File: src/rtl/raster_scheduler_if.sv
// Triangle intake, framebuffer ports and pixel_calculator link
// of the raster scheduler; master is the scheduler side.
interface raster_scheduler_if;
    logic         frame_start;
    logic         tri_valid;
    logic         tri_ready;
    logic [127:0] tri_data;
    logic         tri_last;
    logic         fb_rd_en;
    logic [15:0]  fb_rd_addr;
    logic [31:0]  fb_rd_data;
    logic         fb_wr_en;
    logic [15:0]  fb_wr_addr;
    logic [31:0]  fb_wr_data;
    logic         pc_valid;
    logic [8:0]   pc_xcoord;
    logic [7:0]   pc_ycoord;
    logic [31:0]  pc_pixel_data;
    logic [127:0] pc_triangle;
    logic         pc_valid_in;
    logic [8:0]   pc_xcoord_in;
    logic [7:0]   pc_ycoord_in;
    logic [31:0]  pc_pixel_data_in;
    logic         busy;
    logic         frame_done;

    modport master (
        input  frame_start, tri_valid, tri_data, tri_last,
        input  fb_rd_data,
        input  pc_valid_in, pc_xcoord_in, pc_ycoord_in, pc_pixel_data_in,
        output tri_ready, fb_rd_en, fb_rd_addr,
        output fb_wr_en, fb_wr_addr, fb_wr_data,
        output pc_valid, pc_xcoord, pc_ycoord, pc_pixel_data, pc_triangle,
        output busy, frame_done
    );

    modport slave (
        output frame_start, tri_valid, tri_data, tri_last,
        output fb_rd_data,
        output pc_valid_in, pc_xcoord_in, pc_ycoord_in, pc_pixel_data_in,
        input  tri_ready, fb_rd_en, fb_rd_addr,
        input  fb_wr_en, fb_wr_addr, fb_wr_data,
        input  pc_valid, pc_xcoord, pc_ycoord, pc_pixel_data, pc_triangle,
        input  busy, frame_done
    );
endinterface

File: src/rtl/raster_scheduler.sv
// Clears the framebuffer, then walks each triangle's screen-clipped
// bounding box through pixel_calculator as read/modify/write.
module raster_scheduler #(
    parameter int WIDTH    = 320,
    parameter int HEIGHT   = 180,
    parameter int READ_LAT = 2
) (
    input logic                clk,
    input logic                rst,
    raster_scheduler_if.master bus
);
    localparam int NPIX = WIDTH * HEIGHT;
    localparam logic signed [15:0] XLAST = 16'(WIDTH - 1);
    localparam logic signed [15:0] YLAST = 16'(HEIGHT - 1);
    localparam logic [15:0] CLR_END = 16'(NPIX - 1);

    typedef enum logic [2:0] {
        IDLE, CLEAR, WAIT_TRI, SETUP, SCAN, DRAIN, DONE
    } state_e;

    state_e              state_q;
    logic [127:0]        tri_q;
    logic                last_q;
    logic [15:0]         clr_q;
    logic [15:0]         addr_q;
    logic [15:0]         row_q;
    logic [8:0]          x_q;
    logic [8:0]          xmin_q;
    logic [8:0]          xmax_q;
    logic [7:0]          y_q;
    logic [7:0]          ymax_q;
    logic [READ_LAT-1:0] sv_q;
    logic [8:0]          sx_q [READ_LAT];
    logic [7:0]          sy_q [READ_LAT];
    logic                wr_ok_q;

    function automatic logic signed [15:0] min3(
        input logic signed [15:0] a, b, c);
        logic signed [15:0] m;
        m = (a < b) ? a : b;
        return (c < m) ? c : m;
    endfunction

    function automatic logic signed [15:0] max3(
        input logic signed [15:0] a, b, c);
        logic signed [15:0] m;
        m = (a > b) ? a : b;
        return (c > m) ? c : m;
    endfunction

    function automatic logic [15:0] clamp(
        input logic signed [15:0] v,
        input logic signed [15:0] hi);
        if (v[15]) return 16'd0;
        if (v > hi) return hi;
        return v;
    endfunction

    logic signed [15:0] xlo_d, xhi_d, ylo_d, yhi_d;
    logic               off_d;
    logic [8:0]         xmin_d, xmax_d;
    logic [7:0]         ymin_d, ymax_d;
    logic [15:0]        start_d;

    always_comb begin
        xlo_d   = min3(tri_q[111:96], tri_q[79:64], tri_q[47:32]);
        xhi_d   = max3(tri_q[111:96], tri_q[79:64], tri_q[47:32]);
        ylo_d   = min3(tri_q[95:80], tri_q[63:48], tri_q[31:16]);
        yhi_d   = max3(tri_q[95:80], tri_q[63:48], tri_q[31:16]);
        off_d   = xhi_d[15] || yhi_d[15] || (xlo_d > XLAST) || (ylo_d > YLAST);
        xmin_d  = 9'(clamp(xlo_d, XLAST));
        xmax_d  = 9'(clamp(xhi_d, XLAST));
        ymin_d  = 8'(clamp(ylo_d, YLAST));
        ymax_d  = 8'(clamp(yhi_d, YLAST));
        start_d = 16'(32'(ymin_d) * WIDTH + 32'(xmin_d));
    end

    // Stale calculator results are dropped unless we fed it a pixel last cycle.
    always_comb begin
        bus.fb_wr_en   = 1'b0;
        bus.fb_wr_addr = 16'd0;
        bus.fb_wr_data = 32'd0;
        if (state_q == CLEAR) begin
            bus.fb_wr_en   = 1'b1;
            bus.fb_wr_addr = clr_q;
            bus.fb_wr_data = 32'h0000_FFFF;
        end else if (bus.pc_valid_in && wr_ok_q) begin
            bus.fb_wr_en   = 1'b1;
            bus.fb_wr_addr = 16'(32'(bus.pc_ycoord_in) * WIDTH
                                 + 32'(bus.pc_xcoord_in));
            bus.fb_wr_data = bus.pc_pixel_data_in;
        end
    end

    assign bus.tri_ready     = (state_q == WAIT_TRI);
    assign bus.fb_rd_en      = (state_q == SCAN);
    assign bus.fb_rd_addr    = addr_q;
    assign bus.pc_valid      = sv_q[READ_LAT-1];
    assign bus.pc_xcoord     = sx_q[READ_LAT-1];
    assign bus.pc_ycoord     = sy_q[READ_LAT-1];
    assign bus.pc_pixel_data = sv_q[READ_LAT-1] ? bus.fb_rd_data : 32'd0;
    assign bus.pc_triangle   = tri_q;
    assign bus.busy          = (state_q != IDLE);
    assign bus.frame_done    = (state_q == DONE);

    always_ff @(posedge clk or negedge rst) begin
        if (!rst) begin
            state_q <= IDLE;
            tri_q   <= '0;
            last_q  <= 1'b0;
            clr_q   <= '0;
            addr_q  <= '0;
            row_q   <= '0;
            x_q     <= '0;
            xmin_q  <= '0;
            xmax_q  <= '0;
            y_q     <= '0;
            ymax_q  <= '0;
            sv_q    <= '0;
            wr_ok_q <= 1'b0;
            for (int k = 0; k < READ_LAT; k++) begin
                sx_q[k] <= '0;
                sy_q[k] <= '0;
            end
        end else begin
            for (int k = READ_LAT - 1; k > 0; k--) begin
                sv_q[k] <= sv_q[k-1];
                sx_q[k] <= sx_q[k-1];
                sy_q[k] <= sy_q[k-1];
            end
            sv_q[0] <= (state_q == SCAN);
            sx_q[0] <= x_q;
            sy_q[0] <= y_q;
            wr_ok_q <= sv_q[READ_LAT-1];

            unique case (state_q)
                IDLE: begin
                    if (bus.frame_start) begin
                        clr_q   <= '0;
                        state_q <= CLEAR;
                    end
                end
                CLEAR: begin
                    clr_q <= clr_q + 16'd1;
                    if (clr_q == CLR_END) begin
                        clr_q   <= '0;
                        state_q <= WAIT_TRI;
                    end
                end
                WAIT_TRI: begin
                    if (bus.tri_valid) begin
                        tri_q   <= bus.tri_data;
                        last_q  <= bus.tri_last;
                        state_q <= SETUP;
                    end
                end
                SETUP: begin
                    if (off_d) begin
                        state_q <= last_q ? DONE : WAIT_TRI;
                    end else begin
                        x_q     <= xmin_d;
                        xmin_q  <= xmin_d;
                        xmax_q  <= xmax_d;
                        y_q     <= ymin_d;
                        ymax_q  <= ymax_d;
                        addr_q  <= start_d;
                        row_q   <= start_d;
                        state_q <= SCAN;
                    end
                end
                SCAN: begin
                    if (x_q != xmax_q) begin
                        x_q    <= x_q + 9'd1;
                        addr_q <= addr_q + 16'd1;
                    end else if (y_q != ymax_q) begin
                        x_q    <= xmin_q;
                        y_q    <= y_q + 8'd1;
                        row_q  <= row_q + 16'(WIDTH);
                        addr_q <= row_q + 16'(WIDTH);
                    end else begin
                        state_q <= DRAIN;
                    end
                end
                DRAIN: begin
                    // Empty pipe before the next read avoids overlap RAW hazards.
                    if (sv_q == '0 && !bus.pc_valid_in)
                        state_q <= last_q ? DONE : WAIT_TRI;
                end
                DONE: state_q <= IDLE;
                default: state_q <= IDLE;
            endcase
        end
    end
endmodule

File: src/flat_wrapper.sv
// flat-port wrapper written by rule: the top's interface ports become plain ports
module raster_scheduler_flat 
#(
    parameter int WIDTH    = 320,
    parameter int HEIGHT   = 180,
    parameter int READ_LAT = 2
)
  (clk, rst, bus_frame_start, bus_tri_valid, bus_tri_data, bus_tri_last, bus_fb_rd_data, bus_pc_valid_in, bus_pc_xcoord_in, bus_pc_ycoord_in, bus_pc_pixel_data_in, bus_tri_ready, bus_fb_rd_en, bus_fb_rd_addr, bus_fb_wr_en, bus_fb_wr_addr, bus_fb_wr_data, bus_pc_valid, bus_pc_xcoord, bus_pc_ycoord, bus_pc_pixel_data, bus_pc_triangle, bus_busy, bus_frame_done);
  raster_scheduler_if bus_i ();
  input logic clk;
  input logic rst;
  input wire logic [$bits(bus_i.frame_start)-1:0] bus_frame_start;
  input wire logic [$bits(bus_i.tri_valid)-1:0] bus_tri_valid;
  input wire logic [$bits(bus_i.tri_data)-1:0] bus_tri_data;
  input wire logic [$bits(bus_i.tri_last)-1:0] bus_tri_last;
  input wire logic [$bits(bus_i.fb_rd_data)-1:0] bus_fb_rd_data;
  input wire logic [$bits(bus_i.pc_valid_in)-1:0] bus_pc_valid_in;
  input wire logic [$bits(bus_i.pc_xcoord_in)-1:0] bus_pc_xcoord_in;
  input wire logic [$bits(bus_i.pc_ycoord_in)-1:0] bus_pc_ycoord_in;
  input wire logic [$bits(bus_i.pc_pixel_data_in)-1:0] bus_pc_pixel_data_in;
  output wire logic [$bits(bus_i.tri_ready)-1:0] bus_tri_ready;
  output wire logic [$bits(bus_i.fb_rd_en)-1:0] bus_fb_rd_en;
  output wire logic [$bits(bus_i.fb_rd_addr)-1:0] bus_fb_rd_addr;
  output wire logic [$bits(bus_i.fb_wr_en)-1:0] bus_fb_wr_en;
  output wire logic [$bits(bus_i.fb_wr_addr)-1:0] bus_fb_wr_addr;
  output wire logic [$bits(bus_i.fb_wr_data)-1:0] bus_fb_wr_data;
  output wire logic [$bits(bus_i.pc_valid)-1:0] bus_pc_valid;
  output wire logic [$bits(bus_i.pc_xcoord)-1:0] bus_pc_xcoord;
  output wire logic [$bits(bus_i.pc_ycoord)-1:0] bus_pc_ycoord;
  output wire logic [$bits(bus_i.pc_pixel_data)-1:0] bus_pc_pixel_data;
  output wire logic [$bits(bus_i.pc_triangle)-1:0] bus_pc_triangle;
  output wire logic [$bits(bus_i.busy)-1:0] bus_busy;
  output wire logic [$bits(bus_i.frame_done)-1:0] bus_frame_done;
  assign bus_i.frame_start = bus_frame_start;
  assign bus_i.tri_valid = bus_tri_valid;
  assign bus_i.tri_data = bus_tri_data;
  assign bus_i.tri_last = bus_tri_last;
  assign bus_i.fb_rd_data = bus_fb_rd_data;
  assign bus_i.pc_valid_in = bus_pc_valid_in;
  assign bus_i.pc_xcoord_in = bus_pc_xcoord_in;
  assign bus_i.pc_ycoord_in = bus_pc_ycoord_in;
  assign bus_i.pc_pixel_data_in = bus_pc_pixel_data_in;
  assign bus_tri_ready = bus_i.tri_ready;
  assign bus_fb_rd_en = bus_i.fb_rd_en;
  assign bus_fb_rd_addr = bus_i.fb_rd_addr;
  assign bus_fb_wr_en = bus_i.fb_wr_en;
  assign bus_fb_wr_addr = bus_i.fb_wr_addr;
  assign bus_fb_wr_data = bus_i.fb_wr_data;
  assign bus_pc_valid = bus_i.pc_valid;
  assign bus_pc_xcoord = bus_i.pc_xcoord;
  assign bus_pc_ycoord = bus_i.pc_ycoord;
  assign bus_pc_pixel_data = bus_i.pc_pixel_data;
  assign bus_pc_triangle = bus_i.pc_triangle;
  assign bus_busy = bus_i.busy;
  assign bus_frame_done = bus_i.frame_done;
  raster_scheduler #(.WIDTH(WIDTH), .HEIGHT(HEIGHT), .READ_LAT(READ_LAT)) u_core (.clk(clk), .rst(rst), .bus(bus_i));
endmodule
File: config.mk
export PLATFORM = sky130hd
export DESIGN_NAME = raster_scheduler_flat
export DESIGN_NICKNAME = d
export VERILOG_FILES = /design/src/rtl/raster_scheduler_if.sv /design/src/rtl/raster_scheduler.sv /design/src/flat_wrapper.sv
export SDC_FILE = /design/constraint.sdc
export NUM_CORES = 1
export LEC_CHECK = 0
export ABC_AREA = 1
export CELL_PAD_IN_SITES_DETAIL_PLACEMENT = 2
export CELL_PAD_IN_SITES_GLOBAL_PLACEMENT = 2
export CORE_AREA = 5 5 264 266
export CTS_BUF_LIST = sky130_fd_sc_hd__clkbuf_8
export DETAILED_ROUTE_END_ITERATION = 12
export DIE_AREA = 0 0 269 271
export PLACE_DENSITY = 0.85
export SYNTH_ARGS = -nofsm -noshare
export SYNTH_HDL_FRONTEND = slang
export SYNTH_SLANG_ARGS = --single-unit
File: constraint.sdc
create_clock -name clk -period 6.28 [get_ports clk]
set_clock_uncertainty 0.2 [all_clocks]
set_input_delay 1.256 -clock clk [delete_from_list [all_inputs] [get_ports clk]]
set_output_delay 1.256 -clock clk [all_outputs]
set_load 0.005 [all_outputs]
==> summary.md, run 1 <==
| Metric | Value |
|---|---|
| Setup TNS | -7.62 ns |
| Filler instances | 7,365 |
| H-tree depth | 2 |
| Largest net degree at the start of global routing | 138 |
| Post-synth top area cell | dfrtp_1 |
| Reg-to-reg slack, setup | -0.63 ns |
| DP Area | 0.0231 mm^2 |
| RR Startpoint | u_core.bus.pc_triangle[95] |
| Die W | 269 um |
| Unrepaired setup endpoints after global routing | true |
| Initial DRC Count | 774 |
| Detailed-route via count | 18,000 |
| Synth Warn # | 0 |
| Aggregate global routing overflow | 0 |
| Final ANT Viol Nets | 0 |
| Status | finished with violations |
| Worst slew pin tran | 1.22 ns |
| Syn avg cell area | 7.87 um^2 |
| First-pass GRT wire length | 124,000 um |
| Post-Synthesis Cells | 2,109 |
| Clock Latency Late Sink | 0.66 ns |
| Area fraction of the dominant cell type after synthesis | 39.2% |
| WL per Instance | 23.7 um |
| Dpl hpwl | 59,400 um |
| Multi-input gate area | 0.00973 mm^2 |
| Initial antenna violation count | 1 |
| Register-to-Register Path Depth | 43 |
| DRC | 0 |
| Min Tclk post-route | 6.91 ns |
| Worst r2r dst | u_core.bus.fb_rd_addr[14] |
| Hold Path Class | flop to flop |
| PortBufs | 461 |
| DRT Pass-1 Iters | 6 |
| Post-synth EDFFs | 0 |
| Crit-path slowest cell | fa_2 |
| Worst-path clk slew | 0.06 ns |
| Crit-path max FO | 5 |
| Fraction of layout cells with a size suffix above 1 | 22.3% |
| Failing checks | negative setup slack |
| Crit Path Category | flop to flop |
| Final instance area | 0.0260 mm^2 |
| All-Layer GR Usage | 21.4% |
| Hold_buf cts | 0 |
| Slew Viols, Final | 0 |
| Crit path DAT | 7.24 ns |
| Setup crit start | u_core.bus.pc_triangle[95] |
| FF/Latch Area | 0.00651 mm^2 |
| Starting Density | 24.9% |
| Clk sinks | 260 |
| GPL Wtd Cong | 0.838 |
| Via density | 4.91 |
| Deepest clock path buffer count | 3 |
| Area delta synth->final | 56.4% |
| Ranking of synthesized cells by area | dfrtp_1 39%, nand2_1 11%, ha_1 9.5% |
| Rows | 95 |
| FMAX | 145 MHz |
| Final Hold Viols | 0 |
| Clock Tree Root | clkbuf_8 |
| Register bit total from synthesis | 260 |
| Final worst slack | -0.630 ns |
| MaxCap Viol Count | 0 |
| Normalized max-slew margin | 18.5% |
| Crit path launch type | flop |
| Layout Nets | 3,104 |
| Top_reg_cell synth | dfrtp_1 |
| Final worst path period share | 110% |
| Die Height | 271 um |
| Post-synth cell types | 51 |
| Endpoints failing setup | 40 |
| Synthesized cell area | 0.0166 mm^2 |
| Asr flop ratio synth | 100% |
| Seq/Total Area, Yosys | 39.2% |
| Vias in the first global route | 20,700 |
| CP endpoint | u_core.bus.fb_rd_addr[14] |
| Core area | 0.0668 mm^2 |
| Finished Core Util | 38.9% |
| Boundary pin count | 462 |
| Total CTS buffers | 49 |
| Crit path required time | 6.61 ns |
| Cell mode on critical path | nand2_2 |
| Die area | 0.0729 mm^2 |
| Post-Route WL | 87,100 um |
| CTS tree | yes |
| Crit path largest cell delay | 0.55 ns |
| Crit end category | flop |
| Post-Syn Nets | 2,454 |
-- cell usage in the layout (no fill, tap or decap), drive strengths merged, types with 4 or more instances in the layout --
master	count
nand2	503
a211oi	4
nor4	9
o22ai	14
a31oi	26
nand3	67
dfrtp	260
mux2	81
clkdlybuf4s50	460
o21a	7
nand4	20
bufinv	4
clkinvlp	4
fa	4
inv	284
buf	225
o21bai	6
o211ai	14
xor2	34
nor3	25
xnor2	12
nor2	181
or2	9
a21oi	110
clkbuf	64
o21ai	207
clkinv	14
ha	126
and2	4
-- worst min path at each step --
stage                    start                       to  slack (ns)  depth (start not counted)
2_1_floorplan   u_core.sx_q[9]  u_core.bus.pc_xcoord[0]        0.13                          0
3_3_place_gp   u_core.sy_q[11]  u_core.bus.pc_ycoord[3]        0.14                          0
3_5_place_dp   u_core.sx_q[16]  u_core.bus.pc_xcoord[7]        0.14                          0
4_1_cts        u_core.sy_q[11]  u_core.bus.pc_ycoord[3]        0.15                          0
5_1_grt        u_core.sy_q[11]  u_core.bus.pc_ycoord[3]        0.15                          0
6_report        u_core.sy_q[9]  u_core.bus.pc_ycoord[1]        0.14                          0
-- state kept, by name, summed over array words and instances (netlist names) --
register / flops
u_core.xmin_q: 9
u_core.xmax_q: 9
u_core.sx_q: 9
u_core.sv_q: 2
u_core.last_q: 1
u_core.row_q: 16
u_core.bus.pc_xcoord: 9
u_core.y_q: 8
u_core.ymax_q: 8
u_core.bus.pc_triangle: 128
u_core.state_q: 3
u_core.bus.fb_rd_addr: 16
u_core.wr_ok_q: 1
u_core.bus.pc_ycoord: 8
u_core.x_q: 9
u_core.clr_q: 16
u_core.sy_q: 8
-- area by class of cell --
type                            instances  share of cell area (%)
Antenna cell                            3                  0.0289
Clock buffer                           64                    3.39
Clock inverter                         27                   0.911
Inverter                              278                    4.10
Multi-Input combinational cell       1484                    37.5
Sequential cell                       260                    25.1
Tap cell                              873                    4.21
Timing Repair Buffer                  685                    24.8
Timing Repair inverter                  1                  0.0289
-- per-stage QoR --
stage / setup slack, ns / std cells / hold slack, ns
after floorplan: 0.140 / 2109 / 0.131
after global placement: -0.0817 / 3520 / 0.136
after detailed placement: -0.604 / 3520 / 0.137
after CTS: -0.108 / 3636 / 0.146
after global routing: -0.917 / 3673 / 0.151
final: -0.630 / 3675 / 0.144
-- per-layer routing --
metal | GRT usage [%] | part of all wire [%]
met5 | 0 | 0
met4 | 5.97 | 3.6
met3 | 4.30 | 4.8
met2 | 40.4 | 53
met1 | 24.3 | 38
-- worst max-delay path, delay by kind of cell, from the launching register on --
kind	cells	cell delay (ns)
simple gates	21	2.17
compound gates	7	1.21
fa+ha+maj	5	1.50
buf+inv	10	1.22
flops	1	0.45
-- Yosys cell counts, types with 20 or more instances --
library cell,count
dfrtp_1,260
inv_1,275
o21ai_1,32
a31oi_1,26
clkbuf_1,45
xor2_1,34
ha_1,126
a21oi_1,108
nand2_1,484
nor3_1,23
mux2_2,81
nand3_1,64
nand4_1,20
nor2_1,179
o21ai_0,174
-- logic make-up after synthesis --
family / Yosys count / synth area share [%]
mux: 81 / 5.49
fa+ha+maj: 130 / 9.98
compound gates: 405 / 13.4
xor+xnor: 46 / 2.43
flops: 260 / 39.2
simple gates: 822 / 20.5
buf+inv: 365 / 9.03
-- timing repair --
action,in CTS,in global routing
gates resized for setup,155,160
pin swaps,68,85
setup endpoints to repair,76,77
buffers inserted,22,39
cloned,4,0
Power of run 1 is not shown: default switching activity piles up to over one toggle a cycle in this logic, so the estimate is an artifact.
==> inputs of run 2 (changes only) <==
--- a/config.mk
+++ b/config.mk
@@ -6,6 +6,8 @@
 export NUM_CORES = 1
 export LEC_CHECK = 0
 export ABC_AREA = 1
+export ABC_CLOCK_PERIOD_IN_PS = 6280
+export CAP_MARGIN = 25
 export CELL_PAD_IN_SITES_DETAIL_PLACEMENT = 2
 export CELL_PAD_IN_SITES_GLOBAL_PLACEMENT = 2
 export CORE_AREA = 5 5 264 266
==> run 2 against run 1 <==
  * The flow still finishes with violations (negative setup slack)
  * Cell count about the same
  * Final area rose by 0.11%
  * Global-route usage unchanged
  * First-iteration DRC count grew 0.26%
  * Die area did not move
  * Setup slack about the same
  * Critical path depth unchanged
==> summary.md, run 2 (synthesis gave the netlist of run 1 again) <==
| Metric | Value |
|---|---|
| Vias in the first global route | 20,700 (unchanged) |
| Clock Latency Late Sink | 0.66 ns (about the same) |
| Critical path depth | 43 (unchanged) |
| Initial DRC Count | 776 (+0.26%) |
| GPL Wtd Cong | 0.838 (unchanged) |
| Rows | 95 (unchanged) |
| Most frequent cells in the layout | 460 x clkdlybuf4s50_1, 443 x nand2_1, 260 x dfrtp_1 |
| Filler instances | 7,363 (-0.027%) |
| Buf/Inv on CP | 10 (unchanged) |
| Hold Path Cell Cnt | 0 (unchanged) |
| H-tree depth | 2 (unchanged) |
| Hold_ws | 0.144 ns (+0.0000730 ns) |
| Die Height | 271 um (unchanged) |
| Detailed-route via count | 18,000 (+0.011%) |
| Initial antenna violation count | 1 (unchanged) |
| Crit-path max FO | 5 (unchanged) |
| Status | finished with violations |
| Crit Path Category | flop to flop |
| Dpl hpwl | 59,400 um (unchanged) |
| Hold_buf cts | 0 (unchanged) |
| Finished Core Util | 38.9% (+0.041 points) |
| Unrepaired setup endpoints after global routing | true |
| FF/Latch Area | 0.00651 mm^2 (unchanged) |
| Total CTS buffers | 49 (unchanged) |
| Slew Viols, Final | 0 (unchanged) |
| Core area | 0.0668 mm^2 (unchanged) |
| Largest net degree at the start of global routing | 138 (unchanged) |
| Crit path largest cell delay | 0.55 ns (about the same) |
| Boundary pin count | 462 (unchanged) |
| CTS tree | yes |
| Starting Density | 24.9% (unchanged) |
| Fraction of layout cells with a size suffix above 1 | 22.3% (+0.028 points) |
| WL per Instance | 23.7 um (about the same) |
| Crit end category | flop |
| Final Hold Viols | 0 (unchanged) |
| Normalized max-slew margin | 37.3% (+19 points) |
| Worst slew pin tran | 0.939 ns (-0.283 ns) |
| Crit path DAT | 7.24 ns (about the same) |
| Cell mode on critical path | nand2_2 |
| Via density | 4.91 (about the same) |
| Most common cell after layout, fill and taps aside | clkdlybuf4s50_1 |
| Crit path required time | 6.61 ns (about the same) |
| Die area | 0.0729 mm^2 (unchanged) |
| First-pass GRT wire length | 124,000 um (unchanged) |
| MaxCap Viol Count | 0 (unchanged) |
| Clk sinks | 260 (unchanged) |
| Area delta synth->final | 56.5% |
| Failing checks | negative setup slack |
| Crit path launch type | flop |
| PortBufs | 461 (unchanged) |
| FMAX | 145 MHz (about the same) |
| Register-to-Register Path Depth | 43 (unchanged) |
| Endpoints failing setup | 38 (-5.0%) |
| All-Layer GR Usage | 21.4% (unchanged) |
| Max FFs per register | 128 (unchanged) |
| Delay-heaviest family, CP | simple AND/OR/NAND/NOR gates |
| DRT Pass-1 Iters | 5 (-1) |
| Final worst slack | -0.630 ns (-0.000245 ns) |
| DRC | 0 (unchanged) |
| Final worst path period share | 110% (about the same) |
| Multi-input gate area | 0.00973 mm^2 (unchanged) |
| Final ANT Viol Nets | 0 (unchanged) |
| Deepest clock path buffer count | 3 (unchanged) |
| Min Tclk post-route | 6.91 ns (+0.000245 ns) |
| Die W | 269 um (unchanged) |
| Worst-path clk slew | 0.06 ns (about the same) |
| Crit-path slowest cell | fa_2 |
| Hold Path Class | flop to flop |
| Layout Nets | 3,105 (+0.032%) |
| Aggregate global routing overflow | 0 (unchanged) |
| Post-Route WL | 87,200 um (+0.12%) |
| Clock Tree Root | clkbuf_8 |
## run 2: cell types whose count changed in the layout (fill, tap and decap cells not counted), sizes merged
cell / change
buf: +1
## run 2: metal layers
metal / vias up / global-route usage [%] / part of all wire, %
li1: 8217 / - / -
met1: 9163 / 24.3 / 38
met2: 474 / 40.4 / 53
met3: 185 / 4.30 / 4.8
met4: 0 / 5.97 / 3.7
met5: - / 0 / 0
## run 2: cell type report
type	instances	share of cell area (%)
clock inverters	27	0.910
repair inverters	1	0.0289
well taps	873	4.20
inverters	278	4.09
clock buffers	64	3.39
diodes	3	0.0289
repair buffers	686	24.9
flip-flops and latches	260	25.0
multi-input cells	1484	37.4
## run 2: stage by stage
step,instances,setup WS [ns],setup TNS (ns),area (um^2)
after global routing,3674,-0.917,-20.17,26000
after floorplan,2109,0.140,0,16600
final,3676,-0.630,-7.40,26000
after detailed placement,3520,-0.604,-10.13,23100
after global placement,3520,-0.0817,-0.424,23100
after CTS,3636,-0.108,-0.511,25100
## run 2: final timing paths
kind	to	startpoint	slack, ns
worst max-delay path	u_core.bus.fb_rd_addr[14]	u_core.bus.pc_triangle[95]	-0.63
worst min-delay path	u_core.bus.pc_ycoord[1]	u_core.sy_q[9]	0.14
worst max register to register	u_core.bus.fb_rd_addr[14]	u_core.bus.pc_triangle[95]	-0.63
worst min register to register	u_core.bus.pc_ycoord[1]	u_core.sy_q[9]	0.14
max in group asynchronous	u_core.bus.pc_triangle[6]	rst	4.11
min in group asynchronous	u_core.bus.pc_triangle[86]	rst	0.39
## run 2: worst reg2reg max path: cells and delay by family, from the launching register on
family                     cells  cell delay, ns
AOI/OAI and AO/OA              7            1.23
and+or+nand+nor               21            2.17
DFF                            1            0.45
buffers and inverters         10            1.22
adders and majority gates      5            1.52
## run 2: timing repair
action | CTS | global route
buffers inserted | 22 | 39
cloned | 4 | 0
setup endpoints to repair | 76 | 77
gates resized for setup | 155 | 160
pin swaps | 68 | 85
Power of run 2 is left out for the same reason.
==> inputs of run 3 (changes only) <==
--- a/config.mk
+++ b/config.mk
@@ -7,7 +7,6 @@
 export LEC_CHECK = 0
 export ABC_AREA = 1
 export ABC_CLOCK_PERIOD_IN_PS = 6280
-export CAP_MARGIN = 25
 export CELL_PAD_IN_SITES_DETAIL_PLACEMENT = 2
 export CELL_PAD_IN_SITES_GLOBAL_PLACEMENT = 2
 export CORE_AREA = 5 5 264 266
==> results of run 3 <==
No change in the layout: final DEF, timing and power equal those of run 1.
Power of run 3 is left out for the same reason.
